==> src/rtl/mips_ctrl_pkg.sv <==
// mips_ctrl_pkg: shared definitions for the multi-cycle MIPS control path.
// Holds state encodings, opcode constants, ALUOp / ALUSrcB / PCSource encodings
// and the control-vector struct produced by mc_out_decode.
// Optional feature macro: MULTICYCLE_ADDI_EN (adds the ADDI_EX / ADDI_WB states).
package mips_ctrl_pkg;

    // State encodings (also visible on the State debug output).
    localparam logic [3:0] FETCH    = 4'd0;
    localparam logic [3:0] DECODE   = 4'd1;
    localparam logic [3:0] MEMADR   = 4'd2;
    localparam logic [3:0] MEMRD    = 4'd3;
    localparam logic [3:0] MEMWB    = 4'd4;
    localparam logic [3:0] MEMWR    = 4'd5;
    localparam logic [3:0] EXEC     = 4'd6;
    localparam logic [3:0] RTYPE_WB = 4'd7;
    localparam logic [3:0] BRANCH   = 4'd8;
    localparam logic [3:0] JUMP     = 4'd9;
    localparam logic [3:0] ADDI_EX  = 4'd10;
    localparam logic [3:0] ADDI_WB  = 4'd11;

    // Opcode field IR[31:26].
    localparam logic [5:0] OP_RTYPE = 6'h00;
    localparam logic [5:0] OP_LW    = 6'h23;
    localparam logic [5:0] OP_SW    = 6'h2B;
    localparam logic [5:0] OP_BEQ   = 6'h04;
    localparam logic [5:0] OP_J     = 6'h02;
    localparam logic [5:0] OP_ADDI  = 6'h08;

    // ALUOp encodings, shared with the ALU control decoder.
    localparam logic [1:0] ALUOP_ADD   = 2'b00;
    localparam logic [1:0] ALUOP_SUB   = 2'b01;
    localparam logic [1:0] ALUOP_FUNCT = 2'b10;

    // ALU B-operand select.
    localparam logic [1:0] SRCB_REG     = 2'b00;
    localparam logic [1:0] SRCB_FOUR    = 2'b01;
    localparam logic [1:0] SRCB_EXT     = 2'b10;
    localparam logic [1:0] SRCB_EXT_SH2 = 2'b11;

    // PC source select.
    localparam logic [1:0] PCSRC_ALU    = 2'b00;
    localparam logic [1:0] PCSRC_ALUOUT = 2'b01;
    localparam logic [1:0] PCSRC_JUMP   = 2'b10;

    typedef enum logic [3:0] {
        StFetch   = FETCH,
        StDecode  = DECODE,
        StMemAdr  = MEMADR,
        StMemRd   = MEMRD,
        StMemWb   = MEMWB,
        StMemWr   = MEMWR,
        StExec    = EXEC,
        StRtypeWb = RTYPE_WB,
        StBranch  = BRANCH,
`ifdef MULTICYCLE_ADDI_EN
        StJump    = JUMP,
        StAddiEx  = ADDI_EX,
        StAddiWb  = ADDI_WB
`else
        StJump    = JUMP
`endif
    } state_e;

    typedef struct packed {
        logic       pc_write;
        logic       pc_write_cond;
        logic       iord;
        logic       mem_read;
        logic       mem_write;
        logic       mem_to_reg;
        logic       ir_write;
        logic       alu_src_a;
        logic       reg_write;
        logic       reg_dst;
        logic [1:0] alu_src_b;
        logic [1:0] alu_op;
        logic [1:0] pc_source;
        logic       illegal_op;
    } ctrl_t;

    function automatic logic op_is_legal(logic [5:0] op);
        logic legal;
        case (op)
            OP_RTYPE, OP_LW, OP_SW, OP_BEQ, OP_J: legal = 1'b1;
`ifdef MULTICYCLE_ADDI_EN
            OP_ADDI:                              legal = 1'b1;
`endif
            default:                              legal = 1'b0;
        endcase
        return legal;
    endfunction

endpackage

==> src/rtl/multicycle_control_if.sv <==
// multicycle_control_if: bundle between the control sequencer and the datapath.
// Inputs to control: Opcode, Zero, MemReady.
// Outputs from control: all datapath mux selects, write enables, PCEn,
// IllegalOp and the State debug view.
// Modports: slave (the controller), master (datapath / testbench side).
interface multicycle_control_if #(
    parameter int unsigned STATE_W = 4
);
    logic [5:0]         Opcode;
    logic               Zero;
    logic               MemReady;

    logic               PCWrite;
    logic               PCWriteCond;
    logic               IorD;
    logic               MemRead;
    logic               MemWrite;
    logic               MemtoReg;
    logic               IRWrite;
    logic               ALUSrcA;
    logic               RegWrite;
    logic               RegDst;
    logic               PCEn;
    logic [1:0]         ALUSrcB;
    logic [1:0]         ALUOp;
    logic [1:0]         PCSource;
    logic               IllegalOp;
    logic [STATE_W-1:0] State;

    modport slave (
        input  Opcode, Zero, MemReady,
        output PCWrite, PCWriteCond, IorD, MemRead, MemWrite, MemtoReg, IRWrite,
               ALUSrcA, RegWrite, RegDst, PCEn, ALUSrcB, ALUOp, PCSource,
               IllegalOp, State
    );

    modport master (
        output Opcode, Zero, MemReady,
        input  PCWrite, PCWriteCond, IorD, MemRead, MemWrite, MemtoReg, IRWrite,
               ALUSrcA, RegWrite, RegDst, PCEn, ALUSrcB, ALUOp, PCSource,
               IllegalOp, State
    );
endinterface

==> src/rtl/multicycle_control_out_decode.sv <==
// mc_out_decode: combinational state -> control-vector decoder.
// Ports: state_i (current state), mem_ready_i (memory handshake, used for the
// Mealy IRWrite/PCWrite in FETCH), opcode_i (for the DECODE illegal check),
// ctrl_o (full control vector, ungated by reset).
// Optional feature macro: MULTICYCLE_ADDI_EN.
module mc_out_decode
    import mips_ctrl_pkg::*;
(
    input  state_e     state_i,
    input  logic       mem_ready_i,
    input  logic [5:0] opcode_i,
    output ctrl_t      ctrl_o
);

    always_comb begin
        ctrl_o = '0;
        case (state_i)
            StFetch: begin
                ctrl_o.mem_read  = 1'b1;
                ctrl_o.alu_src_b = SRCB_FOUR;
                ctrl_o.ir_write  = mem_ready_i;
                ctrl_o.pc_write  = mem_ready_i;
            end
            StDecode: begin
                ctrl_o.alu_src_b  = SRCB_EXT_SH2;
                ctrl_o.illegal_op = ~op_is_legal(opcode_i);
            end
            StMemAdr: begin
                ctrl_o.alu_src_a = 1'b1;
                ctrl_o.alu_src_b = SRCB_EXT;
            end
            StMemRd: begin
                ctrl_o.mem_read = 1'b1;
                ctrl_o.iord     = 1'b1;
            end
            StMemWb: begin
                ctrl_o.reg_write  = 1'b1;
                ctrl_o.mem_to_reg = 1'b1;
            end
            StMemWr: begin
                ctrl_o.mem_write = 1'b1;
                ctrl_o.iord      = 1'b1;
            end
            StExec: begin
                ctrl_o.alu_src_a = 1'b1;
                ctrl_o.alu_src_b = SRCB_REG;
                ctrl_o.alu_op    = ALUOP_FUNCT;
            end
            StRtypeWb: begin
                ctrl_o.reg_dst   = 1'b1;
                ctrl_o.reg_write = 1'b1;
            end
            StBranch: begin
                ctrl_o.alu_src_a     = 1'b1;
                ctrl_o.alu_op        = ALUOP_SUB;
                ctrl_o.pc_write_cond = 1'b1;
                ctrl_o.pc_source     = PCSRC_ALUOUT;
            end
            StJump: begin
                ctrl_o.pc_write  = 1'b1;
                ctrl_o.pc_source = PCSRC_JUMP;
            end
`ifdef MULTICYCLE_ADDI_EN
            StAddiEx: begin
                ctrl_o.alu_src_a = 1'b1;
                ctrl_o.alu_src_b = SRCB_EXT;
            end
            StAddiWb: begin
                ctrl_o.reg_write = 1'b1;
            end
`endif
            default: ;
        endcase
    end

endmodule

==> src/rtl/multicycle_control.sv <==
// multicycle_control: control sequencer for the multi-cycle MIPS datapath.
// Ports: clk (rising edge), reset (synchronous, active high), bus (slave side
// of multicycle_control_if: Opcode/Zero/MemReady in, datapath controls out).
// Holds the state register and next-state logic; output decode lives in
// mc_out_decode. Enables are forced low while reset is high so an aborted
// instruction can never write.
// Optional feature macro: MULTICYCLE_ADDI_EN (opcode 0x08 -> ADDI_EX/ADDI_WB).
module multicycle_control
    import mips_ctrl_pkg::*;
#(
    parameter int unsigned STATE_W = 4
) (
    input logic                 clk,
    input logic                 reset,
    multicycle_control_if.slave bus
);

    state_e state_q;
    ctrl_t  dec_ctrl;
    ctrl_t  ctrl;

    always_ff @(posedge clk) begin
        if (reset) begin
            state_q <= StFetch;
        end else begin
            case (state_q)
                StFetch:   if (bus.MemReady) state_q <= StDecode;
                StDecode: begin
                    case (bus.Opcode)
                        OP_LW, OP_SW: state_q <= StMemAdr;
                        OP_RTYPE:     state_q <= StExec;
                        OP_BEQ:       state_q <= StBranch;
                        OP_J:         state_q <= StJump;
`ifdef MULTICYCLE_ADDI_EN
                        OP_ADDI:      state_q <= StAddiEx;
`endif
                        default:      state_q <= StFetch;
                    endcase
                end
                StMemAdr:  state_q <= (bus.Opcode == OP_LW) ? StMemRd : StMemWr;
                StMemRd:   if (bus.MemReady) state_q <= StMemWb;
                StMemWb:   state_q <= StFetch;
                StMemWr:   if (bus.MemReady) state_q <= StFetch;
                StExec:    state_q <= StRtypeWb;
                StRtypeWb: state_q <= StFetch;
                StBranch:  state_q <= StFetch;
                StJump:    state_q <= StFetch;
`ifdef MULTICYCLE_ADDI_EN
                StAddiEx:  state_q <= StAddiWb;
                StAddiWb:  state_q <= StFetch;
`endif
                default:   state_q <= StFetch;
            endcase
        end
    end

    mc_out_decode u_out_decode (
        .state_i     (state_q),
        .mem_ready_i (bus.MemReady),
        .opcode_i    (bus.Opcode),
        .ctrl_o      (dec_ctrl)
    );

    // Mux selects pass through during reset; only side-effecting enables are killed.
    always_comb begin
        ctrl = dec_ctrl;
        if (reset) begin
            ctrl.pc_write      = 1'b0;
            ctrl.pc_write_cond = 1'b0;
            ctrl.ir_write      = 1'b0;
            ctrl.mem_read      = 1'b0;
            ctrl.mem_write     = 1'b0;
            ctrl.reg_write     = 1'b0;
            ctrl.illegal_op    = 1'b0;
        end
    end

    assign bus.PCWrite     = ctrl.pc_write;
    assign bus.PCWriteCond = ctrl.pc_write_cond;
    assign bus.IorD        = ctrl.iord;
    assign bus.MemRead     = ctrl.mem_read;
    assign bus.MemWrite    = ctrl.mem_write;
    assign bus.MemtoReg    = ctrl.mem_to_reg;
    assign bus.IRWrite     = ctrl.ir_write;
    assign bus.ALUSrcA     = ctrl.alu_src_a;
    assign bus.RegWrite    = ctrl.reg_write;
    assign bus.RegDst      = ctrl.reg_dst;
    assign bus.ALUSrcB     = ctrl.alu_src_b;
    assign bus.ALUOp       = ctrl.alu_op;
    assign bus.PCSource    = ctrl.pc_source;
    assign bus.IllegalOp   = ctrl.illegal_op;
    assign bus.PCEn        = ctrl.pc_write | (ctrl.pc_write_cond & bus.Zero);
    assign bus.State       = STATE_W'(state_q);

endmodule

==> src/flat_wrapper.sv <==
// flat-port wrapper written by rule: the top's interface ports become plain ports
module multicycle_control_flat import mips_ctrl_pkg::*;
#(
    parameter int unsigned STATE_W = 4
)
  (clk, reset, bus_Opcode, bus_Zero, bus_MemReady, bus_PCWrite, bus_PCWriteCond, bus_IorD, bus_MemRead, bus_MemWrite, bus_MemtoReg, bus_IRWrite, bus_ALUSrcA, bus_RegWrite, bus_RegDst, bus_PCEn, bus_ALUSrcB, bus_ALUOp, bus_PCSource, bus_IllegalOp, bus_State);
  multicycle_control_if #(.STATE_W(STATE_W)) bus_i ();
  input logic clk;
  input logic reset;
  input wire logic [$bits(bus_i.Opcode)-1:0] bus_Opcode;
  input wire logic [$bits(bus_i.Zero)-1:0] bus_Zero;
  input wire logic [$bits(bus_i.MemReady)-1:0] bus_MemReady;
  output wire logic [$bits(bus_i.PCWrite)-1:0] bus_PCWrite;
  output wire logic [$bits(bus_i.PCWriteCond)-1:0] bus_PCWriteCond;
  output wire logic [$bits(bus_i.IorD)-1:0] bus_IorD;
  output wire logic [$bits(bus_i.MemRead)-1:0] bus_MemRead;
  output wire logic [$bits(bus_i.MemWrite)-1:0] bus_MemWrite;
  output wire logic [$bits(bus_i.MemtoReg)-1:0] bus_MemtoReg;
  output wire logic [$bits(bus_i.IRWrite)-1:0] bus_IRWrite;
  output wire logic [$bits(bus_i.ALUSrcA)-1:0] bus_ALUSrcA;
  output wire logic [$bits(bus_i.RegWrite)-1:0] bus_RegWrite;
  output wire logic [$bits(bus_i.RegDst)-1:0] bus_RegDst;
  output wire logic [$bits(bus_i.PCEn)-1:0] bus_PCEn;
  output wire logic [$bits(bus_i.ALUSrcB)-1:0] bus_ALUSrcB;
  output wire logic [$bits(bus_i.ALUOp)-1:0] bus_ALUOp;
  output wire logic [$bits(bus_i.PCSource)-1:0] bus_PCSource;
  output wire logic [$bits(bus_i.IllegalOp)-1:0] bus_IllegalOp;
  output wire logic [$bits(bus_i.State)-1:0] bus_State;
  assign bus_i.Opcode = bus_Opcode;
  assign bus_i.Zero = bus_Zero;
  assign bus_i.MemReady = bus_MemReady;
  assign bus_PCWrite = bus_i.PCWrite;
  assign bus_PCWriteCond = bus_i.PCWriteCond;
  assign bus_IorD = bus_i.IorD;
  assign bus_MemRead = bus_i.MemRead;
  assign bus_MemWrite = bus_i.MemWrite;
  assign bus_MemtoReg = bus_i.MemtoReg;
  assign bus_IRWrite = bus_i.IRWrite;
  assign bus_ALUSrcA = bus_i.ALUSrcA;
  assign bus_RegWrite = bus_i.RegWrite;
  assign bus_RegDst = bus_i.RegDst;
  assign bus_PCEn = bus_i.PCEn;
  assign bus_ALUSrcB = bus_i.ALUSrcB;
  assign bus_ALUOp = bus_i.ALUOp;
  assign bus_PCSource = bus_i.PCSource;
  assign bus_IllegalOp = bus_i.IllegalOp;
  assign bus_State = bus_i.State;
  multicycle_control #(.STATE_W(STATE_W)) u_core (.clk(clk), .reset(reset), .bus(bus_i));
endmodule
==> config.mk <==
export PLATFORM = sky130hd
export DESIGN_NAME = multicycle_control_flat
export DESIGN_NICKNAME = d
export VERILOG_FILES = /design/src/rtl/mips_ctrl_pkg.sv /design/src/rtl/multicycle_control_if.sv /design/src/rtl/multicycle_control_out_decode.sv /design/src/rtl/multicycle_control.sv /design/src/flat_wrapper.sv
export SDC_FILE = /design/constraint.sdc
export NUM_CORES = 1
export LEC_CHECK = 0
export CAP_MARGIN = 40
export CORE_AREA = 5 5 42 44
export CTS_BUF_LIST = sky130_fd_sc_hd__clkbuf_16
export DETAILED_ROUTE_END_ITERATION = 10
export DIE_AREA = 0 0 47 49
export DONT_BUFFER_PORTS = 1
export PLACE_DENSITY = 0.57
export SKIP_CTS_REPAIR_TIMING = 1
export SYNTH_ARGS = -nofsm -noshare
export SYNTH_HDL_FRONTEND = slang
export SYNTH_SLANG_ARGS = --single-unit
export TNS_END_PERCENT = 100
==> constraint.sdc <==
create_clock -name clk -period 1.36 [get_ports clk]
set_input_delay 0.204 -clock clk [delete_from_list [all_inputs] [get_ports clk]]
set_output_delay 0.204 -clock clk [all_outputs]
set_load 0.02 [all_outputs]
==> qor.yml, run 1 <==
yosys.area.top_type_share: 0.1649
syn_area_um2: 485.5
die_height_um: 49
start_util: 0.3464
via_per_inst: 5.744
dp_hpwl_um: 1306
worstSetupPathType: "flop to primary output"
largest_register_ffs: 4
ys_types: 32
ys.flop_type: "dfxtp_1"
synth_fp_nets: 81
dp_cells: 105
p_per_area_mw_per_mm2: 692.3
cts_tree: "yes"
setup_viol: 18
rows: 14
cts_buffers: 3
holdCritPathClass: "primary input to flop"
utilization: 0.7563
antenna_found_initial: 0
wl_um: 1832
hold_violations: 0
synth_cells: 71
n_fill_cell: 102
violations: "setup timing"
grt_max_degree: 14
instances_no_fill: 117
grt_pass1_vias: 618
clk_latency_ns: 0.22
yosys.area.top_type: "dfxtp_1"
fmax_mhz: 590.0
max_cap_violations: 0
nets: 112
yosysMostFrequentCell: "nor2_1"
root_buffer: "clkbuf_16"
grtUsageTotal: 0.1635
place_ws_ns: -0.1630
relSlewSlack: 0.7709
fin_crit_sh: 1.246
fp.coreArea_mm2: 0.001401
io_pins: 32
synth-edff-count: 0
power_uw: 733.7
clk_pin_slew_worst_paths_ns: 0.03
grt_pass1_wl_um: 2863
syn_avg_cell_area_um2: 6.838
finish.instance_area_mm2: 0.001060
yosysSeqAreaShare: 0.1649
status: "finished, violations left"
numClockSinks: 4
p_leak_nw: 0.4053
min_period_ns: 1.695
place_area_um2: 832.0
ant_nets: 0
cp-start-kind: "flop"
htree_num_levels: 1
required_ns: 1.16
hold_slack_ns: 0.04144
io_buffers: 0
drive_gt1_frac: 0.6139
synth_warnings: 0
cts_buffer_depth: 2
syn_to_final_growth_pct: 118.3
diodes: 0
vias: 672
drc: 0
worst_pin_slew_ns: 0.3447
drt_iter0_drc: 7
critPathMaxFanout: 2
regArea_um2: 92.59
gp_congestion: 0.8503
setup_tns_ns: -2.664
setup_ws_ns: -0.3349
drv_slew: 0
final.setup_skew_ns: 0.0009787
die_area_mm2: 0.002303
drtPass1Iterations: 4
cp.arrival_ns: 1.49
overflow: 0
cp-end-kind: "primary output"
ir_drop_mv: 0.5246
die_x_um: 47
async_flop_share: 0
synth_seq_cells: 4
synthTopCellsByArea: "dfxtp_1 (16%), nor3_1 (6.2%), nor2_1 (6.2%)"
multiInputGateArea_um2: 576.8
ys_top_cells_by_count: "nor2_1 (8), nor3_1 (6), clkbuf_1 (5)"
routedWlPerCell_um: 15.66
rsz0062_at_grt: "true"
-- worst max-delay path, cell delays in order, from the launching register on --
cell       delay, ns
dfxtp_4         0.33
or3b_4          0.38
a2111oi_4       0.33
a21o_1          0.23
-- power breakdown --
part	switching [mW]	internal, mW
logic	0.0757	0.0699
registers	0.00201	0.116
clock network	0.0898	0.380
total	0.168	0.566
-- kinds of logic (layout without fill, tap and decap cells) --
family / Yosys count / after routing / synth area share
DFF: 4 / 4 / 0.1650
muxes: 1 / 1 / 0.02062
xor gates and xnor gates: 2 / 2 / 0.03609
AOI/OAI and AO/OA: 15 / 15 / 0.2294
buffers and inverters: 7 / 37 / 0.06186
and+or+nand+nor: 42 / 42 / 0.4871
-- layout make-up --
class / instances / area share
multi-input combinational: 60 / 0.5443
timing repair buffer: 32 / 0.2715
sequential: 4 / 0.08737
clock buffer: 3 / 0.07084
tap: 16 / 0.01889
clock inverter: 1 / 0.003542
inverter: 1 / 0.003542
-- worst paths after layout --
| check | endpoint | depth (start not counted) | slack (ns) | start |
|---|---|---|---|---|
| setup reg to reg | u_core.bus.State[0]$_SDFFE_PP0P_ | 3 | -0.10 | u_core.bus.State[2]$_SDFFE_PP0P_ |
| hold reg to reg | u_core.bus.State[0]$_SDFFE_PP0P_ | 2 | 0.62 | u_core.bus.State[3]$_SDFFE_PP0P_ |
| setup / recovery | bus_PCEn | 3 | -0.33 | u_core.bus.State[0]$_SDFFE_PP0P_ |
| hold / removal | u_core.bus.State[3]$_SDFFE_PP0P_ | 1 | 0.04 | bus_Opcode[4] |
-- routing by layer --
layer	vias to the layer above	GRT usage	wire length [um]
met5	-	0	0
met4	0	0.04147	0
met3	0	0.03690	129
met2	21	0.2602	969
met1	328	0.2159	733
li1	323	-	-
-- placed cells by master (no fill, tap or decap), drive strengths merged, types with 2 or more instances in the layout --
master  count
nor4        3
nor3b       4
dfxtp       4
nor2b       4
nor2        8
a31oi       2
o21ai       2
nand2       3
buf        31
nand2b      3
nor3        6
xnor2       2
clkbuf      4
or3         3
inv         2
nand3       4
No activity file was read; power rests on OpenSTA's default activity.
==> run 2, diff against run 1 <==
Settings changed: ABC_AREA set to 1, PLACE_DENSITY 0.57 to 0.62, RECOVER_POWER set to 50.
==> run 2 against run 1 <==
The run still ends with setup timing left. Die area unchanged. First-iteration DRC count rose to 3.1 times the previous value. Cell count up 15%. Synthesized cell count up 37%. Sequential power up 28%. Clock skew up 0.0019 ns. Sequential share of layout area up 1.4 points. Largest cell class unchanged. Combinational power up 120%. Critical path depth up 2. Worst setup slack better by 0.27 ns.
==> qor.yml, run 2 <==
io_pins: 32
async_flop_share: 0
clkPwrFrac: 0.494
critPathMaxFanout: 5
synth_warnings: 0
numClockSinks: 4
syn_area_um2: 535.5
p_seq_frac: 0.163
clk_latency_ns: 0.22
required_ns: 1.16
synth_seq_cells: 4
drc: 0
syn_avg_cell_area_um2: 5.521
drt_iter0_drc: 22
ys_types: 22
holdCritPathClass: "primary input to flop"
grt_pass1_vias: 644
intPower_uw: 626.6
drive_gt1_frac: 0.5000
p_per_area_mw_per_mm2: 991.2
wl_um: 1958
hold_depth: 1
cts_buffer_depth: 2
fp.coreArea_mm2: 0.001401
grt_pass1_wl_um: 2760
antenna_found_initial: 0
final.setup_skew_ns: 0.002870
worstSetupPathType: "flop to primary output"
grt_max_degree: 10
synth-edff-count: 0
cts_buffers: 3
worst_pin_slew_ns: 0.4936
vias: 693
cp.arrival_ns: 1.22
max_cap_violations: 0
setup_ws_ns: -0.06844
yosysSeqAreaShare: 0.1495
rsz0062_at_grt: "true"
synth_cells: 97
hold_violations: 0
dp_cells: 123
grtUsageTotal: 0.1619
ys.flop_type: "dfxtp_1"
ir_drop_mv: 0.9621
syn_to_final_growth_pct: 74.77
start_util: 0.3821
yosys.area.top_type_share: 0.1822
cts_tree: "yes"
place_area_um2: 729.5
htree_num_levels: 1
synth_fp_nets: 107
relSlewSlack: 0.6675
ys_top_cells_by_count: "nand2_1 (26), nor2_1 (15), inv_1 (13)"
die_height_um: 49
place_ws_ns: 0.07151
power_uw: 927.7
rows: 14
layout_commonest_cell: "nand2_1"
p_sw_frac: 0.3245
dp_hpwl_um: 1293
yosysMostFrequentCell: "nand2_1"
die_area_mm2: 0.002303
ant_nets: 0
overflow: 0
status: "finished, violations left"
layout_common_cells: "nand2_1 (21), buf_4 (16), inv_1 (12), nor2_1 (12), nand3_1 (6)"
p_leak_nw: 0.4715
instances_no_fill: 134
synthTopCellsByArea: "nand2_1 (18%), dfxtp_1 (15%), nor2_1 (11%)"
gp_congestion: 0.8074
cp-end-kind: "primary output"
clk_pin_slew_worst_paths_ns: 0.03
r2r_cells: 8
violations: "setup timing"
cp-start-kind: "flop"
fin_crit_sh: 1.050
root_buffer: "clkbuf_16"
setup_viol: 7
power_frac_comb: 0.343
netSwitchingPower_uw: 301.1
finish.instance_area_um2: 935.9
min_period_ns: 1.428
drv_slew: 0
routedWlPerCell_um: 14.61
io_buffers: 0
via_per_inst: 5.172
setup_tns_ns: -0.2791
largest_register_ffs: 4
drtPass1Iterations: 4
nets: 130
yosys.area.top_type: "nand2_1"
die_x_um: 47
diodes: 0
fmax_mhz: 700.1
## run 2: critical path: stages, from the launching register on
cell	delay, ns
dfxtp_4	0.37
inv_8	0.10
nand2_8	0.07
nor2_4	0.15
nand2_2	0.08
nor3_4	0.23
## run 2: final cells by class
cell class	instances	area, um2
multi-input cells	73	499.2
fillers	127	465.4
repair buffers	21	168.9
flip-flops and latches	4	95.09
inverters	17	77.57
clock buffers	3	75.07
well taps	16	20.02
## run 2: through the flow
step           hold WS [ns]    util
2_1_floorplan        0.2573       -
3_3_place_gp         0.2598  0.5205
3_5_place_dp         0.2607  0.5205
4_1_cts             0.02900  0.5741
5_1_grt             0.02889  0.6679
6_report            0.03163  0.6679
## run 2: per-layer routing
layer,wire [um],up-vias,part of all wire,GRT usage
met5,0,-,0,0
met4,32,0,0.016,0.08756
met3,163,5,0.083,0.03321
met2,1018,26,0.52,0.2670
met1,744,317,0.38,0.1842
li1,-,345,-,-
## run 2: power groups by stage
stage | Combinational, mW | Sequential (mW) | Clock, mW
2_1_floorplan | 0.209 | 0.145 | 0
3_3_place_gp | 0.247 | 0.152 | 0
3_5_place_dp | 0.249 | 0.152 | 0
4_1_cts | 0.252 | 0.152 | 0.460
5_1_grt | 0.341 | 0.153 | 0.475
6_report | 0.318 | 0.151 | 0.458
## run 2: logic make-up after synthesis
family / share of synthesized area
and+or+nand+nor: 0.5981
buffers and inverters: 0.1776
AOI/OAI and AO/OA: 0.07477
DFF: 0.1495
## run 2: path summary, 6_finish.rpt
kind,end,slack (ns),startpoint
worst max-delay path,bus_IllegalOp,-0.07,u_core.bus.State[3]$_SDFFE_PP0P_
worst max register to register,u_core.bus.State[2]$_SDFFE_PP0P_,0.13,u_core.bus.State[3]$_SDFFE_PP0P_
worst min-delay path,u_core.bus.State[2]$_SDFFE_PP0P_,0.03,reset
worst min register to register,u_core.bus.State[3]$_SDFFE_PP0P_,0.72,u_core.bus.State[0]$_SDFFE_PP0P_
==> run 3, diff against run 2 <==
Settings changed: SETUP_SLACK_MARGIN set to 0.5.
==> run 3 against run 2 <==
The run still ends with setup timing left. Register-to-register slack got worse by 0.14 ns. Worst hold slack got worse by 0.0015 ns. Sequential share of layout area down 0.15 points. Critical path type unchanged. Global-route usage shrank 2.0 points.
==> qor.yml, run 3 (synthesized netlist as in run 2, its figures left out) <==
status: "finished, violations left"
violations: "setup timing"
layout_commonest_cell: "nand2_1"
die_height_um: 49
dp_hpwl_um: 1243
clk_pin_slew_worst_paths_ns: 0.03
numClockSinks: 4
largest_register_ffs: 4
drive_gt1_frac: 0.5398
drc: 0
wl_um: 1652
grt_pass1_wl_um: 2449
rows: 14
htree_num_levels: 1
netSwitchingPower_uw: 299.5
clkPwrFrac: 0.502
use_met2: 0.2149
drt_iter0_drc: 9
grt_pass1_vias: 582
grt_max_degree: 10
setup_ws_ns: -0.1188
intPower_uw: 614.6
p_per_area_mw_per_mm2: 962.6
io_buffers: 0
io_pins: 32
p_seq_frac: 0.174
cts_buffers: 3
holdCritPathClass: "primary input to flop"
met1_usage: 0.1868
cp-end-kind: "primary output"
met3_usage: 0.04428
place_ws_ns: 0.1127
grtUsageTotal: 0.1415
ir_drop_mv: 0.9322
die_area_mm2: 0.002303
fin_crit_sh: 1.087
start_util: 0.3821
min_period_ns: 1.479
routedWlPerCell_um: 12.81
r2r_slack_ns: -0.01
diodes: 0
syn_to_final_growth_pct: 77.34
relSlewSlack: 0.7802
max_cap_violations: 0
setup_viol: 11
drtPass1Iterations: 4
layout_common_cells: "nand2_1 (19), nor2_1 (11), inv_1 (10)"
power_uw: 914.2
n_fill_cell: 114
required_ns: 1.16
rsz0062_at_grt: "true"
final.setup_skew_ns: 0.004892
ant_nets: 0
cp-start-kind: "flop"
setup_tns_ns: -0.6486
power_frac_comb: 0.325
critPathMaxFanout: 7
gp_congestion: 0.7949
antenna_found_initial: 0
hold_violations: 0
root_buffer: "clkbuf_16"
nets: 125
via_per_inst: 4.969
worst_pin_slew_ns: 0.3297
finish.instance_area_um2: 949.7
worstSetupPathType: "flop to primary output"
fp.coreArea_mm2: 0.001401
cts_tree: "yes"
overflow: 0
drv_slew: 0
cp.arrival_ns: 1.27
die_x_um: 47
fmax_mhz: 676.2
cts_buffer_depth: 2
p_leak_nw: 0.4455
vias: 641
clk_latency_ns: 0.23
p_sw_frac: 0.3276
place_area_um2: 752.0
grt-busiest-layer: "met2"
[run 3: cell count changes in the layout (fill, tap and decap cells not counted), moves of 2 or more]
cell	previous run	this run
buf_4	16	9
buf_6	4	6
inv_1	12	10
inv_4	0	2
nand2_1	21	19
nand2_4	3	5
[run 3: worst max-delay path: stages, from the launching register on]
cell and delay [ns]:
dfxtp_4 0.40, clkinv_4 0.09, nand2_8 0.06, nor2_4 0.16, nand2_2 0.08, nor3_4 0.27
[run 3: final cells by class]
class	instances	area, um2	area share
Timing Repair Buffer	16	140.1	0.1476
Multi-Input combinational cell	73	533.0	0.5613
Inverter	17	86.33	0.09091
Tap cell	16	20.02	0.02108
Clock buffer	3	75.07	0.07905
Sequential cell	4	95.09	0.1001
[run 3: path summary, 6_finish.rpt]
check | startpoint | endpoint | cells after the start
hold / removal | reset | u_core.bus.State[2]$_SDFFE_PP0P_ | 1
setup reg to reg | u_core.bus.State[0]$_SDFFE_PP0P_ | u_core.bus.State[2]$_SDFFE_PP0P_ | 9
hold reg to reg | u_core.bus.State[0]$_SDFFE_PP0P_ | u_core.bus.State[3]$_SDFFE_PP0P_ | 4
setup / recovery | u_core.bus.State[1]$_SDFFE_PP0P_ | bus_IllegalOp | 5
[run 3: routing by layer]
metal,part of all wire,wire length (um),vias up
li1,-,-,336
met1,0.42,693,277
met2,0.48,789,26
met3,0.094,155,2
met4,0.0079,13,0
met5,0,0,-
[run 3: power groups by stage]
stage / Combinational [mW] / Clock [mW] / Sequential (mW)
detailed placement: 0.244 / 0 / 0.161
CTS: 0.246 / 0.462 / 0.160
floorplan: 0.234 / 0 / 0.145
global placement: 0.243 / 0 / 0.161
finish: 0.297 / 0.458 / 0.159
global route: 0.321 / 0.472 / 0.161
[run 3: through the flow]
step | instances | util | hold slack [ns]
3_5_place_dp | 118 | 0.5366 | 0.2610
2_1_floorplan | 97 | - | 0.2573
5_1_grt | 129 | 0.6777 | 0.02590
6_report | 129 | 0.6777 | 0.03010
3_3_place_gp | 118 | 0.5366 | 0.2598
4_1_cts | 121 | 0.5902 | 0.03042
